===== config.mk =====
export PLATFORM = sky130hd
export DESIGN_NAME = video_fetch_shifter
export DESIGN_NICKNAME = d
export VERILOG_FILES = /design/src/rtl/video_fetch_shifter.sv
export SDC_FILE = /design/constraint.sdc
export NUM_CORES = 1
export LEC_CHECK = 0
export ABC_AREA = 0
export BUFFER_PORTS_ARGS = -buffer_cell sky130_fd_sc_hd__buf_2
export CORE_ASPECT_RATIO = 0.9
export CORE_MARGIN = 3
export CORE_UTILIZATION = 45
export CTS_BUF_LIST = sky130_fd_sc_hd__clkbuf_8
export DETAILED_ROUTE_END_ITERATION = 10
export GPL_ROUTABILITY_DRIVEN = 0
export GPL_TIMING_DRIVEN = 0
export PLACE_DENSITY = 0.7
export SYNTH_ARGS = -nofsm -noshare
export SYNTH_HDL_FRONTEND = slang
export SYNTH_SLANG_ARGS = --single-unit

===== constraint.sdc =====
create_clock -name clock -period 5.2 [get_ports clock]
set_clock_uncertainty 0.2 [all_clocks]
set_input_delay 0.78 -clock clock [delete_from_list [all_inputs] [get_ports clock]]
set_output_delay 0.78 -clock clock [all_outputs]
set_load 0.02 [all_outputs]

===== src/rtl/video_fetch_shifter.sv =====
// Character-line fetch engine and pixel shifter between CRTC timing and palette.
// One request/ack memory port, one-character prefetch buffer, three pixel modes.
module video_fetch_shifter #(
  parameter int AW = 16,
  parameter int COLS = 40,
  parameter int PPC = 8,
  parameter logic [AW-1:0] SCREEN_BASE = 16'h4000,
  parameter logic [AW-1:0] COLOR_BASE = 16'hF000,
  parameter logic [AW-1:0] FONT_BASE = 16'h0000,
  parameter logic [AW-1:0] UDG_BASE = 16'hF400
) (
  input  logic          clock,
  input  logic          reset,
  input  logic          pce,
  input  logic          line_start,
  input  logic          de,
  input  logic [13:0]   vma,
  input  logic [2:0]    vra,
  input  logic [1:0]    mode,
  input  logic          b,
  input  logic          c,
  output logic          mem_req,
  output logic [AW-1:0] mem_addr,
  input  logic          mem_ack,
  input  logic [7:0]    mem_q,
  output logic          ven,
  output logic [3:0]    color,
  output logic          underrun
);

  localparam int QW = PPC / 4;

  typedef enum logic [2:0] {
    IDLE, FETCH_CODE, FETCH_ATTR, FETCH_GLYPH, WAIT_BUF
  } state_t;

  state_t state;
  logic [13:0] vmaCnt;
  logic [2:0] rowReg;
  logic [1:0] lineMode;
  logic [7:0] fetched;
  logic drop;
  logic [7:0] code, glyph;
  logic [3:0] attr;
  logic bufFull, shValid;
  logic [7:0] bufCode, bufGlyph, shCode, shGlyph;
  logic [3:0] bufAttr, shAttr;
  logic [3:0] slot;
  logic [7:0] shown;
  logic useUdg, loadBuf, got, adv;
  logic [AW-1:0] reqAddr;
  logic srcOn;
  logic [7:0] srcCode, srcGlyph;
  logic [3:0] srcAttr;
  logic [1:0] pair;
  logic pixVen;
  logic [3:0] pixColor;

  assign useUdg = code[7] && ((!c && !code[6]) || (!b && code[6]));
  assign loadBuf = (state == WAIT_BUF) && !bufFull && !line_start;
  assign got = mem_req && mem_ack;
  assign adv = pce && de;

  // Address for the fetch belonging to the current state
  always_comb begin
    reqAddr = '0;
    unique case (state)
      FETCH_CODE: reqAddr = SCREEN_BASE + AW'(vmaCnt);
      FETCH_ATTR: reqAddr = COLOR_BASE + AW'(vmaCnt[9:0]);
      FETCH_GLYPH:
        reqAddr = useUdg ? UDG_BASE + AW'({code[6:0], rowReg})
                         : FONT_BASE + AW'({code, rowReg});
      default: ;
    endcase
  end

  // Fetch sequencer; a restart mid-request waits for and drops the stale ack
  always_ff @(posedge clock or posedge reset) begin
    if (reset) begin
      state <= IDLE;
      mem_req <= 1'b0;
      mem_addr <= '0;
      drop <= 1'b0;
      vmaCnt <= '0;
      rowReg <= '0;
      lineMode <= '0;
      fetched <= '0;
      code <= '0;
      attr <= '0;
      glyph <= '0;
    end else if (line_start) begin
      state <= FETCH_CODE;
      vmaCnt <= vma;
      rowReg <= vra;
      lineMode <= (mode == 2'd3) ? 2'd0 : mode;
      fetched <= '0;
      if (mem_req && !mem_ack) begin
        drop <= 1'b1;
      end else begin
        drop <= 1'b0;
        mem_req <= 1'b0;
      end
    end else if (drop) begin
      if (mem_ack) begin
        drop <= 1'b0;
        mem_req <= 1'b0;
      end
    end else begin
      unique case (state)
        FETCH_CODE, FETCH_ATTR, FETCH_GLYPH: begin
          if (!mem_req) begin
            mem_req <= 1'b1;
            mem_addr <= reqAddr;
          end else if (got) begin
            mem_req <= 1'b0;
            if (state == FETCH_CODE) begin
              code <= mem_q;
              state <= (lineMode == 2'd1) ? WAIT_BUF : FETCH_ATTR;
            end else if (state == FETCH_ATTR) begin
              attr <= mem_q[3:0];
              state <= (lineMode == 2'd2) ? WAIT_BUF : FETCH_GLYPH;
            end else begin
              glyph <= mem_q;
              state <= WAIT_BUF;
            end
          end
        end
        WAIT_BUF: begin
          if (!bufFull) begin
            vmaCnt <= vmaCnt + 14'd1;
            fetched <= fetched + 8'd1;
            state <= (fetched + 8'd1 == 8'(COLS)) ? IDLE : FETCH_CODE;
          end
        end
        default: ;
      endcase
    end
  end

  // Pixel for the current tick; slot 0 reads straight from the buffer
  always_comb begin
    srcOn = (slot == 4'd0) ? bufFull : shValid;
    srcCode = (slot == 4'd0) ? bufCode : shCode;
    srcGlyph = (slot == 4'd0) ? bufGlyph : shGlyph;
    srcAttr = (slot == 4'd0) ? bufAttr : shAttr;
    if (slot < 4'(QW)) pair = srcCode[7:6];
    else if (slot < 4'(2 * QW)) pair = srcCode[5:4];
    else if (slot < 4'(3 * QW)) pair = srcCode[3:2];
    else pair = srcCode[1:0];
    pixVen = 1'b0;
    pixColor = 4'd0;
    if (srcOn) begin
      unique case (lineMode)
        2'd1: begin
          pixVen = |pair;
          unique case (pair)
            2'd0: pixColor = 4'd0;
            2'd1: pixColor = 4'd8;
            2'd2: pixColor = 4'd2;
            default: pixColor = 4'd5;
          endcase
        end
        2'd2: begin
          pixVen = (slot < 4'd8) && srcCode[3'd7 - slot[2:0]];
          pixColor = srcAttr;
        end
        default: begin
          pixVen = (slot < 4'd8) && srcGlyph[3'd7 - slot[2:0]];
          pixColor = srcAttr;
        end
      endcase
    end
  end

  // Prefetch buffer, shifter, slot counter and registered pixel outputs
  always_ff @(posedge clock or posedge reset) begin
    if (reset) begin
      bufFull <= 1'b0;
      bufCode <= '0;
      bufGlyph <= '0;
      bufAttr <= '0;
      shValid <= 1'b0;
      shCode <= '0;
      shGlyph <= '0;
      shAttr <= '0;
      slot <= '0;
      shown <= 8'(COLS);
      ven <= 1'b0;
      color <= 4'd0;
      underrun <= 1'b0;
    end else if (line_start) begin
      bufFull <= 1'b0;
      shValid <= 1'b0;
      slot <= '0;
      shown <= '0;
      ven <= 1'b0;
      color <= 4'd0;
      underrun <= 1'b0;
    end else begin
      if (loadBuf) begin
        bufFull <= 1'b1;
        bufCode <= code;
        bufGlyph <= glyph;
        bufAttr <= attr;
      end
      if (pce) begin
        ven <= de && pixVen;
        color <= de ? pixColor : 4'd0;
      end
      if (adv) begin
        slot <= (slot == 4'(PPC - 1)) ? 4'd0 : slot + 4'd1;
        if (slot == 4'd0) begin
          shValid <= bufFull;
          if (bufFull) begin
            bufFull <= 1'b0;
            shCode <= bufCode;
            shGlyph <= bufGlyph;
            shAttr <= bufAttr;
            shown <= shown + 8'd1;
          end else if (shown != 8'(COLS)) begin
            underrun <= 1'b1;
          end
        end
      end
    end
  end

endmodule

==> flow_metrics.env, run 1 <==
export IMPL_period_needed_ns=3.087
export IMPL_r2r_slack_ns=2.11
export IMPL_tritoncts="built"
export IMPL_drc=0
export IMPL_sequentialPowerShare=0.445
export IMPL_p_leak_uw=0.003221
export IMPL_drtIter0Drc=296
export IMPL_first_global_vias=4745
export IMPL_initial_core_util=0.4725
export IMPL_grt_busiest_layer="met2"
export IMPL_die_w_um=129.5
export IMPL_use_met3=0.05717
export IMPL_synth_yosys_seq_area_share=0.5187
export IMPL_layout_filler_cells=1155
export IMPL_numCtsBuffers=17
export IMPL_endpoint_kind="flip-flop"
export IMPL_cts_max_level=4
export IMPL_intPower_uw=2166
export IMPL_status="completed"
export IMPL_grt_pass1_wl_mm=24.10
export IMPL_final_common_cell="dfrtp_1"
export IMPL_synth_area_um2=6180
export IMPL_layout_common_cells="126 x dfrtp_1, 60 x buf_2, 60 x mux2_2, 57 x nand2_1, 54 x nor2_1"
export IMPL_pwr_share_clk=0.277
export IMPL_worst_r2r_endpoint="ven"
export IMPL_cts_root_buf="clkbuf_8"
export IMPL_syn_avg_cell_area_um2=11.20
export IMPL_cts_resized=0
export IMPL_arrival_ns=3.23
export IMPL_worst_pin_slew_ns=0.6328
export IMPL_die_y_um=117.2
export IMPL_synthesis_nets=594
export IMPL_cts_path_max_buffers=2
export IMPL_hp_class="input port to asynchronous set/reset pin"
export IMPL_timing_final_crit_share=0.5937
export IMPL_top_regs="mem_addr (16), vmaCnt (14)"
export IMPL_top_register="mem_addr"
export IMPL_finalInstanceArea_um2=7124
export IMPL_wirelength_mm=14.08
export IMPL_ys_ff_latch=128
export IMPL_cp_max_fo=10
export IMPL_maxSlewViolCount=0
export IMPL_finalSetupViolations=0
export IMPL_grt_max_degree=85
export IMPL_antenna_found_initial=0
export IMPL_detail_route_vias_per_cell=5.661
export IMPL_drtAntennaViolNets=0
export IMPL_yosysWarnings=0
export IMPL_synth_edff_count=0
export IMPL_syn_inst=552
export IMPL_grtUsageMet1=0.2881
export IMPL_hpwl_mm=10.13
export IMPL_clock_fmax_mhz=323.9
export IMPL_clkSinkCount=128
export IMPL_rsz0062_at_grt="no"
export IMPL_num_nets_final=670
export IMPL_async_reset_ff_frac=1.000
export IMPL_hold_viol_final=0
export IMPL_use_met2=0.3125
export IMPL_synthFlopType="dfrtp_1"
export IMPL_area_delta_synth_final_pct=15.29
export IMPL_synthDistinctLibCells=65
export IMPL_path_class="flip-flop to flip-flop"
export IMPL_place_area_um2=6698
export IMPL_dieArea_um2=15180
export IMPL_rr_worst_depth=9
export IMPL_clk_pin_slew_ns=0.08
export IMPL_pin_count=58
export IMPL_gr_total_overflow=0
export IMPL_n_antenna_cell=0
export IMPL_peakVddDrop_v=0.0003670
export IMPL_cts_hold_buffers=0
export IMPL_swShare=0.3463
export IMPL_cap_violations=0
export IMPL_r2r_start="slot[1]"
export IMPL_drive_above_1_share=0.2855
export IMPL_clk_latency_ns=0.45
export IMPL_worst_ep_required_time_ns=5.35
export IMPL_combinationalPowerShare=0.278
export IMPL_largest_register_ffs=16
export IMPL_num_vias=4557
export IMPL_post_cts_repair_setup_buffers=0
export IMPL_fin_util=0.5448
export IMPL_portBuffers=56
export IMPL_slew_headroom=0.5749
export IMPL_num_rows=39
export IMPL_routedWlPerCell_um=17.50
export IMPL_dr_pass1_iters=4
export IMPL_core_um2=13080
export IMPL_p_sw_uw=1147
export IMPL_cp_start_kind="flip-flop"
export IMPL_grt_use_total=0.2057
export IMPL_power_density_nw_per_um2=465.0
synth_stat cells, types with 5 or more instances:
master / n / area, um^2
dfrtp_1: 126 / 3153
mux2_2: 60 / 675.7
nand2_1: 57 / 214.0
nor2_1: 54 / 202.7
o21ai_0: 28 / 140.1
a21oi_1: 25 / 125.1
xor2_1: 17 / 148.9
inv_1: 14 / 52.55
nand3_1: 12 / 60.06
xnor2_1: 12 / 105.1
a22oi_1: 11 / 82.58
nand4_1: 11 / 68.82
clkbuf_1: 10 / 37.54
ha_1: 7 / 87.58
nor3_1: 7 / 35.03
and2_1: 6 / 37.54
buf_4: 5 / 37.54
mux2i_1: 5 / 50.05
nor4_1: 5 / 31.28
routing by layer:
layer | up-vias | routed length, um
met2 | 128 | 6493
met5 | - | 0
met1 | 2291 | 6635
li1 | 2121 | -
met4 | 0 | 184
met3 | 17 | 769
per-stage QoR:
step / worst slack [ns] / total power (uW) / hold WS [ns] / TNS (ns) / cells
finish: 2.113 / 3313 / 0.1388 / 0 / 805
global route: 2.002 / 3521 / 0.1424 / 0 / 805
CTS: 2.163 / 3337 / 0.1273 / 0 / 805
detailed placement: 2.174 / 2410 / 0.2782 / 0 / 773
global placement: -0.5732 / 2359 / 0.2616 / -71.38 / 772
floorplan: 0.8107 / 2100 / 0.2489 / 0 / 552
worst max-delay path: stages (launching register included):
cell and delay [ns]:
dfrtp_1 0.45, clkinv_1 0.22, ha_1 0.36, nor3b_4 0.39
buf_6 0.21, mux4_2 0.50, nand2_1 0.09, nand4_1 0.13
a41o_1 0.26, a22o_1 0.19
power groups by stage:
stage,Clock [uW],Combinational (uW),Sequential (uW)
after global routing,993,1020,1510
after detailed placement,0,920,1490
after CTS,940,925,1470
after global placement,0,886,1470
final,918,919,1480
after floorplan,0,611,1490
how the worst max path moves through the flow:
| stage | start | end | slack [ns] | cells after the start |
|---|---|---|---|---|
| after floorplan | reset | attr[0] | 0.81 | 1 |
| after global placement | reset | glyph[4] | -0.57 | 2 |
| after detailed placement | slot[1] | ven | 2.17 | 9 |
| after CTS | slot[1] | ven | 2.16 | 9 |
| after global routing | slot[1] | ven | 2.00 | 9 |
| final | slot[1] | ven | 2.11 | 9 |
cells by family after synthesis:
| family | Yosys count | share of synthesized area |
|---|---|---|
| AO/OA/AOI/OAI | 90 | 0.09051 |
| XOR/XNOR | 29 | 0.04110 |
| adder cells (fa/ha/maj) | 7 | 0.01417 |
| buffers and inverters | 40 | 0.03523 |
| flip-flops | 128 | 0.5187 |
| multiplexers | 76 | 0.1545 |
| AND/OR/NAND/NOR | 182 | 0.1458 |
cell type report:
type,instances,area (um^2),area share
clock inverters,14,178.9,0.02511
multi-input cells,384,2756,0.3869
repair buffers,57,307.8,0.04320
clock buffers,18,247.7,0.03477
flip-flops and latches,128,3206,0.4499
plain buffers,25,161.4,0.02266
well taps,164,205.2,0.02880
inverters,15,61.31,0.008606
Power figures use the tool's default switching activity.
==> run 2: changes to the inputs <==
--- a/config.mk
+++ b/config.mk
@@ -14,7 +14,7 @@
 export DETAILED_ROUTE_END_ITERATION = 10
 export GPL_ROUTABILITY_DRIVEN = 0
 export GPL_TIMING_DRIVEN = 0
-export PLACE_DENSITY = 0.7
+export PLACE_DENSITY = 0.73
 export SYNTH_ARGS = -nofsm -noshare
 export SYNTH_HDL_FRONTEND = slang
 export SYNTH_SLANG_ARGS = --single-unit
==> constraint.sdc (replaced) <==
create_clock -name clock -period 2.7 [get_ports clock]
set_clock_uncertainty 0.2 [all_clocks]
set_input_delay 0.405 -clock clock [delete_from_list [all_inputs] [get_ports clock]]
set_output_delay 0.405 -clock clock [all_outputs]
set_load 0.02 [all_outputs]
==> run 2 against run 1 <==
Critical path depth did not move. Flip-flop and latch count did not move. Sequential power rose by 93%. Sequential share of layout area fell by 2.2 points. Final cell count rose by 4.2%. First-iteration DRC count rose by 26%. Critical path type unchanged. Largest power group unchanged.
==> flow_metrics.env, run 2 (synthesized netlist as in run 1, its figures left out) <==
export IMPL_pin_count=58
export IMPL_num_nets_final=705
export IMPL_first_global_vias=4680
export IMPL_grt_pass1_wl_mm=24.11
export IMPL_r2r_slack_ns=0.05
export IMPL_clk_pin_slew_ns=0.07
export IMPL_p_leak_uw=0.003388
export IMPL_drc=0
export IMPL_portBuffers=56
export IMPL_drive_above_1_share=0.2948
export IMPL_hold_viol_final=0
export IMPL_status="completed"
export IMPL_cp_max_fo=5
export IMPL_dr_pass1_iters=5
export IMPL_endpoint_kind="flip-flop"
export IMPL_timing_final_crit_share=0.9810
export IMPL_worst_pin_slew_ns=0.6347
export IMPL_cp_start_kind="flip-flop"
export IMPL_layout_filler_cells=1103
export IMPL_grt_busiest_layer="met2"
export IMPL_use_met3=0.05127
export IMPL_cap_violations=0
export IMPL_largest_register_ffs=16
export IMPL_n_antenna_cell=0
export IMPL_routedWlPerCell_um=17.39
export IMPL_numCtsBuffers=17
export IMPL_rsz0062_at_grt="yes"
export IMPL_drtAntennaViolNets=0
export IMPL_wirelength_mm=14.59
export IMPL_use_met2=0.3232
export IMPL_top_register="mem_addr"
export IMPL_num_rows=39
export IMPL_die_w_um=129.5
export IMPL_hpwl_mm=10.21
export IMPL_clkSinkCount=128
export IMPL_antenna_found_initial=0
export IMPL_fin_setup_tns_ns=0
export IMPL_hp_class="input port to flip-flop"
export IMPL_grt_use_total=0.2041
export IMPL_maxSlewViolCount=0
export IMPL_grtUsageMet1=0.2858
export IMPL_layout_common_cells="124 x dfrtp_1, 60 x buf_2, 60 x mux2_2, 57 x nand2_1, 54 x nor2_1"
export IMPL_power_density_nw_per_um2=864.9
export IMPL_drtIter0Drc=374
export IMPL_tritoncts="built"
export IMPL_period_needed_ns=2.649
export IMPL_final_common_cell="dfrtp_1"
export IMPL_core_um2=13080
export IMPL_clock_fmax_mhz=377.5
export IMPL_gr_total_overflow=0
export IMPL_dieArea_um2=15180
export IMPL_detail_route_vias_per_cell=5.607
export IMPL_finalSetupViolations=0
export IMPL_cts_path_max_buffers=2
export IMPL_area_delta_synth_final_pct=21.22
export IMPL_worst_ep_required_time_ns=2.81
export IMPL_path_class="flip-flop to flip-flop"
export IMPL_grt_max_degree=46
export IMPL_num_vias=4704
export IMPL_peakVddDrop_v=0.0006443
export IMPL_slew_headroom=0.5736
export IMPL_arrival_ns=2.76
export IMPL_top_regs="mem_addr (16), vmaCnt (14)"
export IMPL_die_y_um=117.2
export IMPL_place_area_um2=6729
export IMPL_cts_root_buf="clkbuf_8"
export IMPL_finalInstanceArea_um2=7491
export IMPL_clk_latency_ns=0.44
export IMPL_cts_max_level=4
export IMPL_initial_core_util=0.4725
run 2: repair_timing:
item | 4_1_cts | 5_1_grt
pin swaps | 0 | 5
endpoints found under the setup margin | 25 | 21
setup buffers | 4 | 7
gates resized for setup | 8 | 0
hold buffers | 22 | 0
endpoints found under the hold margin | 35 | 0
run 2: cell type report:
cell class / instances / area, um^2 / share of cell area
inverter: 15 / 67.56 / 0.009020
clock buffer: 18 / 247.7 / 0.03307
timing repair buffer: 92 / 643.1 / 0.08585
tap: 164 / 205.2 / 0.02739
sequential: 128 / 3208 / 0.4283
buffer: 25 / 161.4 / 0.02155
multi-input combinational: 384 / 2769 / 0.3696
clock inverter: 13 / 188.9 / 0.02522
run 2: report_power, final:
part	leakage, uW	internal, uW	switching (uW)
clock network	0.000220	1030	778
registers	0.00166	2420	428
logic	0.00150	846	978
total	0.00339	4300	2180
run 2: final timing paths:
path                                start    endpoint  depth (start not counted)
worst max-delay path              slot[0]         ven                          9
worst min-delay path             mem_q[4]     code[4]                          2
worst max register to register    slot[0]         ven                          9
worst min register to register  shAttr[0]   shAttr[0]                          1
max in group asynchronous           reset  bufCode[2]                          5
min in group asynchronous           reset    shown[6]                          3
run 2: critical path, stage by stage (launching register included):
cell     delay, ns
dfrtp_2       0.45
inv_4         0.09
ha_4          0.15
nor3b_4       0.32
buf_6         0.18
mux4_2        0.49
nand2_1       0.08
nand4_1       0.11
a41o_1        0.28
a22o_1        0.19
run 2: layer usage:
| metal | up-vias | part of all wire |
|---|---|---|
| li1 | 2184 | - |
| met1 | 2356 | 0.46 |
| met2 | 150 | 0.47 |
| met3 | 14 | 0.057 |
| met4 | 0 | 0.010 |
| met5 | - | 0 |
run 2: per-stage QoR:
step	utilization	setup WS [ns]	power [uW]	std cells	hold WS (ns)
after detailed placement	0.5145	-0.2777	4636	775	0.1949
final	0.5728	0.05126	6479	839	0.02489
after global placement	0.5100	-0.2603	4542	772	0.2613
after global routing	0.5728	-0.02509	6844	839	0.01167
after CTS	0.5688	0.004116	6483	832	0.002795
after floorplan	-	0.04751	4046	552	0.2489
